## src/rtl/dcache_line_bridge.sv

```systemverilog
// D$ line <-> word memory bridge: splits one line refill/writeback into BEATS word beats.
// Define DCACHE_BRIDGE_ERR_EN to report the ORed per-beat memory error on the response.
module dcache_line_bridge #(
    parameter int ADDR_WIDTH     = 32,
    parameter int LINE_BYTES     = 64,
    parameter int MEM_DATA_WIDTH = 32
) (
    input  logic                      clk_i,
    input  logic                      rst_ni,
    input  logic                      dcache_bridge_req_valid_i,
    output logic                      bridge_dcache_req_ready_o,
    input  logic                      dcache_bridge_req_write_i,
    input  logic [ADDR_WIDTH-1:0]     dcache_bridge_req_addr_i,
    input  logic [LINE_BYTES*8-1:0]   dcache_bridge_req_data_i,
    output logic                      bridge_dcache_resp_valid_o,
    input  logic                      dcache_bridge_resp_ready_i,
    output logic [LINE_BYTES*8-1:0]   bridge_dcache_resp_data_o,
    output logic                      bridge_dcache_resp_err_o,
    output logic                      mem_req_valid_o,
    input  logic                      mem_req_ready_i,
    output logic                      mem_req_we_o,
    output logic [ADDR_WIDTH-1:0]     mem_req_addr_o,
    output logic [MEM_DATA_WIDTH-1:0] mem_req_wdata_o,
    input  logic                      mem_resp_valid_i,
    input  logic [MEM_DATA_WIDTH-1:0] mem_resp_rdata_i,
    input  logic                      mem_resp_err_i
);

    localparam int LINE_BITS  = LINE_BYTES * 8;
    localparam int BEATS      = LINE_BITS / MEM_DATA_WIDTH;
    localparam int BEAT_W     = (BEATS > 1) ? $clog2(BEATS) : 1;
    localparam int WORD_BYTES = MEM_DATA_WIDTH / 8;
    localparam int WORD_OFF   = (WORD_BYTES > 1) ? $clog2(WORD_BYTES) : 0;

    localparam logic [BEAT_W-1:0]     LAST_BEAT = BEAT_W'(BEATS - 1);
    localparam logic [ADDR_WIDTH-1:0] LINE_MASK = ADDR_WIDTH'(LINE_BYTES - 1);

`ifdef DCACHE_BRIDGE_ERR_EN
    localparam logic ERR_EN = 1'b1;
`else
    localparam logic ERR_EN = 1'b0;
`endif

    typedef enum logic [1:0] {
        S_IDLE,
        S_BEAT_REQ,
        S_BEAT_WAIT,
        S_RESP
    } state_e;

    function automatic logic [ADDR_WIDTH-1:0] beat_addr(
        input logic [ADDR_WIDTH-1:0] base,
        input logic [BEAT_W-1:0]     b
    );
        // base is line aligned, so the word offset can be ORed in
        return base | (ADDR_WIDTH'(b) << WORD_OFF);
    endfunction

    function automatic logic [MEM_DATA_WIDTH-1:0] beat_word(
        input logic [LINE_BITS-1:0] line,
        input logic [BEAT_W-1:0]    b
    );
        return line[b*MEM_DATA_WIDTH +: MEM_DATA_WIDTH];
    endfunction

    state_e                    state_q, state_d;
    logic [BEAT_W-1:0]         beat_q, beat_d;
    logic                      err_q, err_d;
    logic                      write_q, write_d;
    logic [ADDR_WIDTH-1:0]     base_q, base_d;
    logic [LINE_BITS-1:0]      line_q, line_d;
    logic                      req_ready_q, req_ready_d;
    logic                      resp_valid_q, resp_valid_d;
    logic                      mem_valid_q, mem_valid_d;
    logic                      mem_we_q, mem_we_d;
    logic [ADDR_WIDTH-1:0]     mem_addr_q, mem_addr_d;
    logic [MEM_DATA_WIDTH-1:0] mem_wdata_q, mem_wdata_d;

    logic [BEAT_W-1:0]         beat_nxt;
    logic [ADDR_WIDTH-1:0]     req_base;

    assign beat_nxt = beat_q + 1'b1;
    assign req_base = dcache_bridge_req_addr_i & ~LINE_MASK;

    always_comb begin
        state_d      = state_q;
        beat_d       = beat_q;
        err_d        = err_q;
        write_d      = write_q;
        base_d       = base_q;
        line_d       = line_q;
        req_ready_d  = req_ready_q;
        resp_valid_d = resp_valid_q;
        mem_valid_d  = mem_valid_q;
        mem_we_d     = mem_we_q;
        mem_addr_d   = mem_addr_q;
        mem_wdata_d  = mem_wdata_q;

        unique case (state_q)
            S_IDLE: begin
                req_ready_d = 1'b1;
                if (dcache_bridge_req_valid_i && req_ready_q) begin
                    state_d     = S_BEAT_REQ;
                    write_d     = dcache_bridge_req_write_i;
                    base_d      = req_base;
                    line_d      = dcache_bridge_req_data_i;
                    beat_d      = '0;
                    err_d       = 1'b0;
                    req_ready_d = 1'b0;
                    mem_valid_d = 1'b1;
                    mem_we_d    = dcache_bridge_req_write_i;
                    mem_addr_d  = req_base;
                    mem_wdata_d = dcache_bridge_req_data_i[MEM_DATA_WIDTH-1:0];
                end
            end

            S_BEAT_REQ: begin
                if (mem_req_ready_i) begin
                    state_d     = S_BEAT_WAIT;
                    mem_valid_d = 1'b0;
                    mem_we_d    = 1'b0;
                    mem_addr_d  = '0;
                    mem_wdata_d = '0;
                end
            end

            S_BEAT_WAIT: begin
                if (mem_resp_valid_i) begin
                    if (!write_q) begin
                        line_d[beat_q*MEM_DATA_WIDTH +: MEM_DATA_WIDTH] =
                            mem_resp_rdata_i;
                    end
                    err_d = err_q | (ERR_EN & mem_resp_err_i);
                    if (beat_q == LAST_BEAT) begin
                        state_d      = S_RESP;
                        resp_valid_d = 1'b1;
                    end else begin
                        state_d     = S_BEAT_REQ;
                        beat_d      = beat_nxt;
                        mem_valid_d = 1'b1;
                        mem_we_d    = write_q;
                        mem_addr_d  = beat_addr(base_q, beat_nxt);
                        mem_wdata_d = beat_word(line_q, beat_nxt);
                    end
                end
            end

            S_RESP: begin
                if (dcache_bridge_resp_ready_i) begin
                    state_d      = S_IDLE;
                    resp_valid_d = 1'b0;
                    req_ready_d  = 1'b1;
                end
            end

            default: begin
                state_d = S_IDLE;
            end
        endcase
    end

    always_ff @(posedge clk_i or negedge rst_ni) begin
        if (!rst_ni) begin
            state_q      <= S_IDLE;
            beat_q       <= '0;
            err_q        <= 1'b0;
            write_q      <= 1'b0;
            base_q       <= '0;
            line_q       <= '0;
            req_ready_q  <= 1'b0;
            resp_valid_q <= 1'b0;
            mem_valid_q  <= 1'b0;
            mem_we_q     <= 1'b0;
            mem_addr_q   <= '0;
            mem_wdata_q  <= '0;
        end else begin
            state_q      <= state_d;
            beat_q       <= beat_d;
            err_q        <= err_d;
            write_q      <= write_d;
            base_q       <= base_d;
            line_q       <= line_d;
            req_ready_q  <= req_ready_d;
            resp_valid_q <= resp_valid_d;
            mem_valid_q  <= mem_valid_d;
            mem_we_q     <= mem_we_d;
            mem_addr_q   <= mem_addr_d;
            mem_wdata_q  <= mem_wdata_d;
        end
    end

    assign bridge_dcache_req_ready_o  = req_ready_q;
    assign bridge_dcache_resp_valid_o = resp_valid_q;
    // writebacks return an all-zero line
    assign bridge_dcache_resp_data_o  =
        (resp_valid_q && !write_q) ? line_q : '0;
    assign bridge_dcache_resp_err_o   = ERR_EN & resp_valid_q & err_q;
    assign mem_req_valid_o            = mem_valid_q;
    assign mem_req_we_o               = mem_we_q;
    assign mem_req_addr_o             = mem_addr_q;
    assign mem_req_wdata_o            = mem_wdata_q;

endmodule

```

## config.mk

```make
export PLATFORM = sky130hd
export DESIGN_NAME = dcache_line_bridge
export DESIGN_NICKNAME = d
export VERILOG_FILES = /design/src/rtl/dcache_line_bridge.sv
export SDC_FILE = /design/constraint.sdc
export NUM_CORES = 2
export LEC_CHECK = 0
export CAP_MARGIN = 5
export CORE_AREA = 2 2 458 460
export DETAILED_ROUTE_END_ITERATION = 6
export DIE_AREA = 0 0 460 462
export GPL_TIMING_DRIVEN = 0
export SLEW_MARGIN = 25
export SYNTH_ARGS = -nofsm -noshare
export SYNTH_HDL_FRONTEND = slang
export SYNTH_SLANG_ARGS = --single-unit
```

## constraint.sdc

```tcl
create_clock -name clk_i -period 3.2 [get_ports clk_i]
set_input_delay 0.48 -clock clk_i [delete_from_list [all_inputs] [get_ports clk_i]]
set_output_delay 0.48 -clock clk_i [all_outputs]
set_load 0.03 [all_outputs]
```

==> results.cfg <==
[synth]
ys_types = 55
synth_most_common_cell = sky130_fd_sc_hd__dfrtp_1
synth-seq-area-share_pct = 43.03
post-synth-top-area-cell = sky130_fd_sc_hd__dfrtp_1
yosysTopAreaCellShare_pct = 43.03
synth_enable_flop_cells = 0
yosysWarningCount = 0
synthesis.area_mm2 = 0.03553
syn_area_per_cell_um2 = 10.91
ys_top_cells_by_area = sky130_fd_sc_hd__dfrtp_1, sky130_fd_sc_hd__o2bb2ai_1, sky130_fd_sc_hd__and2_1
async_flop_share_pct = 100.0
ys.flop_type = sky130_fd_sc_hd__dfrtp_1
syn-instance-count = 3257
number_of_synthesized_register_bits = 611
yosys-top-cells-count = sky130_fd_sc_hd__dfrtp_1, sky130_fd_sc_hd__and2_1, sky130_fd_sc_hd__o2bb2ai_1

[timing]
timing.max_slew.rel_slack_pct = 20.03
worstMarginPinSlew_ns = 1.200
final_period_minus_worst_setup_slack_ns = 3.266
hold_violations = 0
postLayoutSetupSlackWorst_ns = -0.06623
finalMaxSlewViolations = 0
clock_skew_ns = 0.03926
unrepaired_setup_endpoints_after_global_routing = yes
fin_crit_sh_pct = 102.1
timing.fmax_mhz = 306.2
endpoints_failing_setup = 7

[floorplan]
num_rows = 168
start_util_pct = 17.07
die_w_um = 460
core_area_mm2 = 0.2081
io_pins = 1165
dieArea_mm2 = 0.2125
dieHeight_um = 462

[place]
placed_cell_area_mm2 = 0.05196
place.port_buffers = 1154
routabilityCongestion = 0.9517
preCtsSetupSlack_ns = -1.415
post-dp-hpwl_um = 291000

[critical_path]
largest_fanout_on_the_critical_path = 10
worstPathBufferInverterCount = 3
cp-startpoint = beat_q[0]
cp_slowest_cell = sky130_fd_sc_hd__clkbuf_2
start_kind = register
cp_data_arrival_time_ns = 3.93
timing.rr.end = mem_req_wdata_o[26]
cpLargestDelayFamily = compound AO/OA/AOI/OAI gates
worst-r2r-cell-count = 8
path_cells = buf_4 > buf_2 > nand3b_1 > a41oi_2 > clkbuf_2 > o22ai_1 > a21oi_1 > o22a_1
cpPeakStageDelay_ns = 0.69
r2r_setup_slack_ns = -0.07
path_class = register to register
reg2reg_from = beat_q[0]
end_kind = register
crit_required_ns = 3.86

[detailed_routing]
detail_route.drc_violations = 14
wl_per_cell_um = 49.57
totalWireLength_um = 368900
route.met3.wl_um = 41560
highest-signal-layer = met5
routedLengthMet1_um = 134200
drt-initial-drc-count = 6022
wl_met2_um = 159600
drt_pre_antenna_iters = 7
routed_via_density = 5.572
num_vias = 41470
route.antenna.remaining_nets = 0

[run]
max_cap_viol_count = 0

[layout]
final_design_area_no_fill_mm2 = 0.05581
layout.filler_cells = 22000
fraction_of_layout_instances_using_a_drive_strength_above_1_pct = 25.21
final_net_count = 5165
area.growth.synth_to_final_pct = 57.10

[status]
run_status = complete, but fails checks
violations = DRC, setup timing

[clock_tree]
clk_pin_slew_worst_paths_ns = 0.06
tritoncts_clock_tree = built
ctsRootBufferMaster = sky130_fd_sc_hd__clkbuf_16
cts_inserted_buffers = 80
cts.path.max_buffers = 3
cts.sink_count = 611
insertion_delay_ns = 0.74
cts.htree.levels = 3

[grt]
grt_first_pass_wirelength_um = 453900
vias_in_the_first_global_route = 40460
grt_antenna_before_repair = 170
grt_overflow = 0
grt_start_max_net_pins = 85
grt.total_usage_pct = 33.49

[min_path]
holdCritPathClass = input pin to async pin

[pwr]
powerDensity_mw_per_mm2 = 1481
leakagePower_nw = 22.87
ir_worst_vdd_mv = 0.7857
==> flip-flops by register name (all words and copies together) (netlist names) <==
register                    cells
bridge_dcache_resp_valid_o      1
write_q                         1
mem_req_valid_o                 1
state_q                         2
mem_req_wdata_o                32
beat_q                          4
base_q                         26
mem_req_addr_o                 30
mem_req_we_o                    1
bridge_dcache_req_ready_o       1
line_q                        512
==> report_power, final <==
group | leakage, nW | internal, mW | switching, mW
clock network | 1.30 | 5.47 | 4.24
registers | 7.51 | 11.7 | 4.02
logic | 14.1 | 19.0 | 38.2
total | 22.9 | 36.2 | 46.5
==> cells in the final DEF, fill, tap and decap left out, drive strengths merged, types with 128 or more instances in the layout <==
master         netlist  final
buf                 82    232
dfrtp              611    611
clkdlybuf4s15        0    213
nand2              148    148
mux2               158    158
dlygate4sd2          0    170
o2bb2ai            480    480
mux4               128    128
clkbuf             268    419
and2               515    515
clkdlybuf4s50        0    646
a22o               352    352
==> through the flow <==
| stage | TNS [ns] | power (mW) | utilization, % | hold WS, ns | std cells |
|---|---|---|---|---|---|
| 6_report | -0.2076 | 82.67 | 26.82 | 0.2644 | 7442 |
| 5_1_grt | -0.002166 | 83.39 | 26.77 | 0.2442 | 7399 |
| 4_1_cts | -0.05213 | 80.87 | 26.73 | 0.2139 | 7344 |
| 3_5_place_dp | -811.78 | 70.84 | 24.97 | 0.4076 | 7186 |
| 3_3_place_gp | - | 68.78 | 24.26 | 0.4883 | 7133 |
| 2_1_floorplan | 0 | 39.64 | - | 0.1844 | 3259 |
==> worst max-delay path by stage <==
stage | to | slack, ns | depth (start not counted)
detailed placement | bridge_dcache_resp_data_o[38] | -1.42 | 5
finish | mem_req_wdata_o[26] | -0.07 | 8
CTS | bridge_dcache_resp_data_o[384] | -0.01 | 6
global placement | line_q[368] | -28.92 | 1
floorplan | mem_req_wdata_o[28] | 0.66 | 10
global route | bridge_dcache_resp_data_o[504] | -0.002 | 8
==> per-layer routing <==
layer / vias up / track usage, %
met5: - / 0.8371
met4: 56 / 25.92
met3: 1214 / 12.59
met2: 4126 / 50.50
met1: 20950 / 38.19
li1: 15130 / -
==> worst register-to-register path: cells and delay by family (launching register included) <==
family                 cells  cell delay (ns)
AND/OR/NAND/NOR            1             0.27
flip-flops                 1             0.39
AO/OA/AOI/OAI              4             1.28
buffers and inverters      3             1.25
==> repair_timing <==
action                                 4_1_cts  5_1_grt
endpoints found under the hold margin       48        0
hold buffers                                 1        0
pin swaps                                    8        2
gates resized for setup                   1473      216
setup endpoints to repair                 1086      535
setup buffers                               22        6
==> cell type report <==
class,instances,area [um^2],area share [%]
multi-input combinational,2253,18940,33.94
inverter,45,177.7,0.3183
antenna,92,230.2,0.4125
buffer,347,2608,4.672
clock inverter,27,390.4,0.6994
clock buffer,111,2268,4.064
timing repair buffer,1236,12500,22.40
sequential,611,15290,27.40
tap,2720,3403,6.097
==> kinds of logic (layout without fill, tap and decap cells) <==
| kind of cell | after synthesis | count (layout) | synth area share [%] |
|---|---|---|---|
| other | 1 | 95 | 0.01055 |
| DFF | 611 | 611 | 43.03 |
| adders and majority gates | 7 | 7 | 0.2465 |
| AOI/OAI and AO/OA | 1159 | 1159 | 26.47 |
| and+or+nand+nor | 794 | 794 | 12.52 |
| muxes | 287 | 287 | 13.15 |
| xor gates and xnor gates | 3 | 3 | 0.07397 |
| buffers and inverters | 395 | 1766 | 4.494 |
Power figures use the tool's default switching activity.
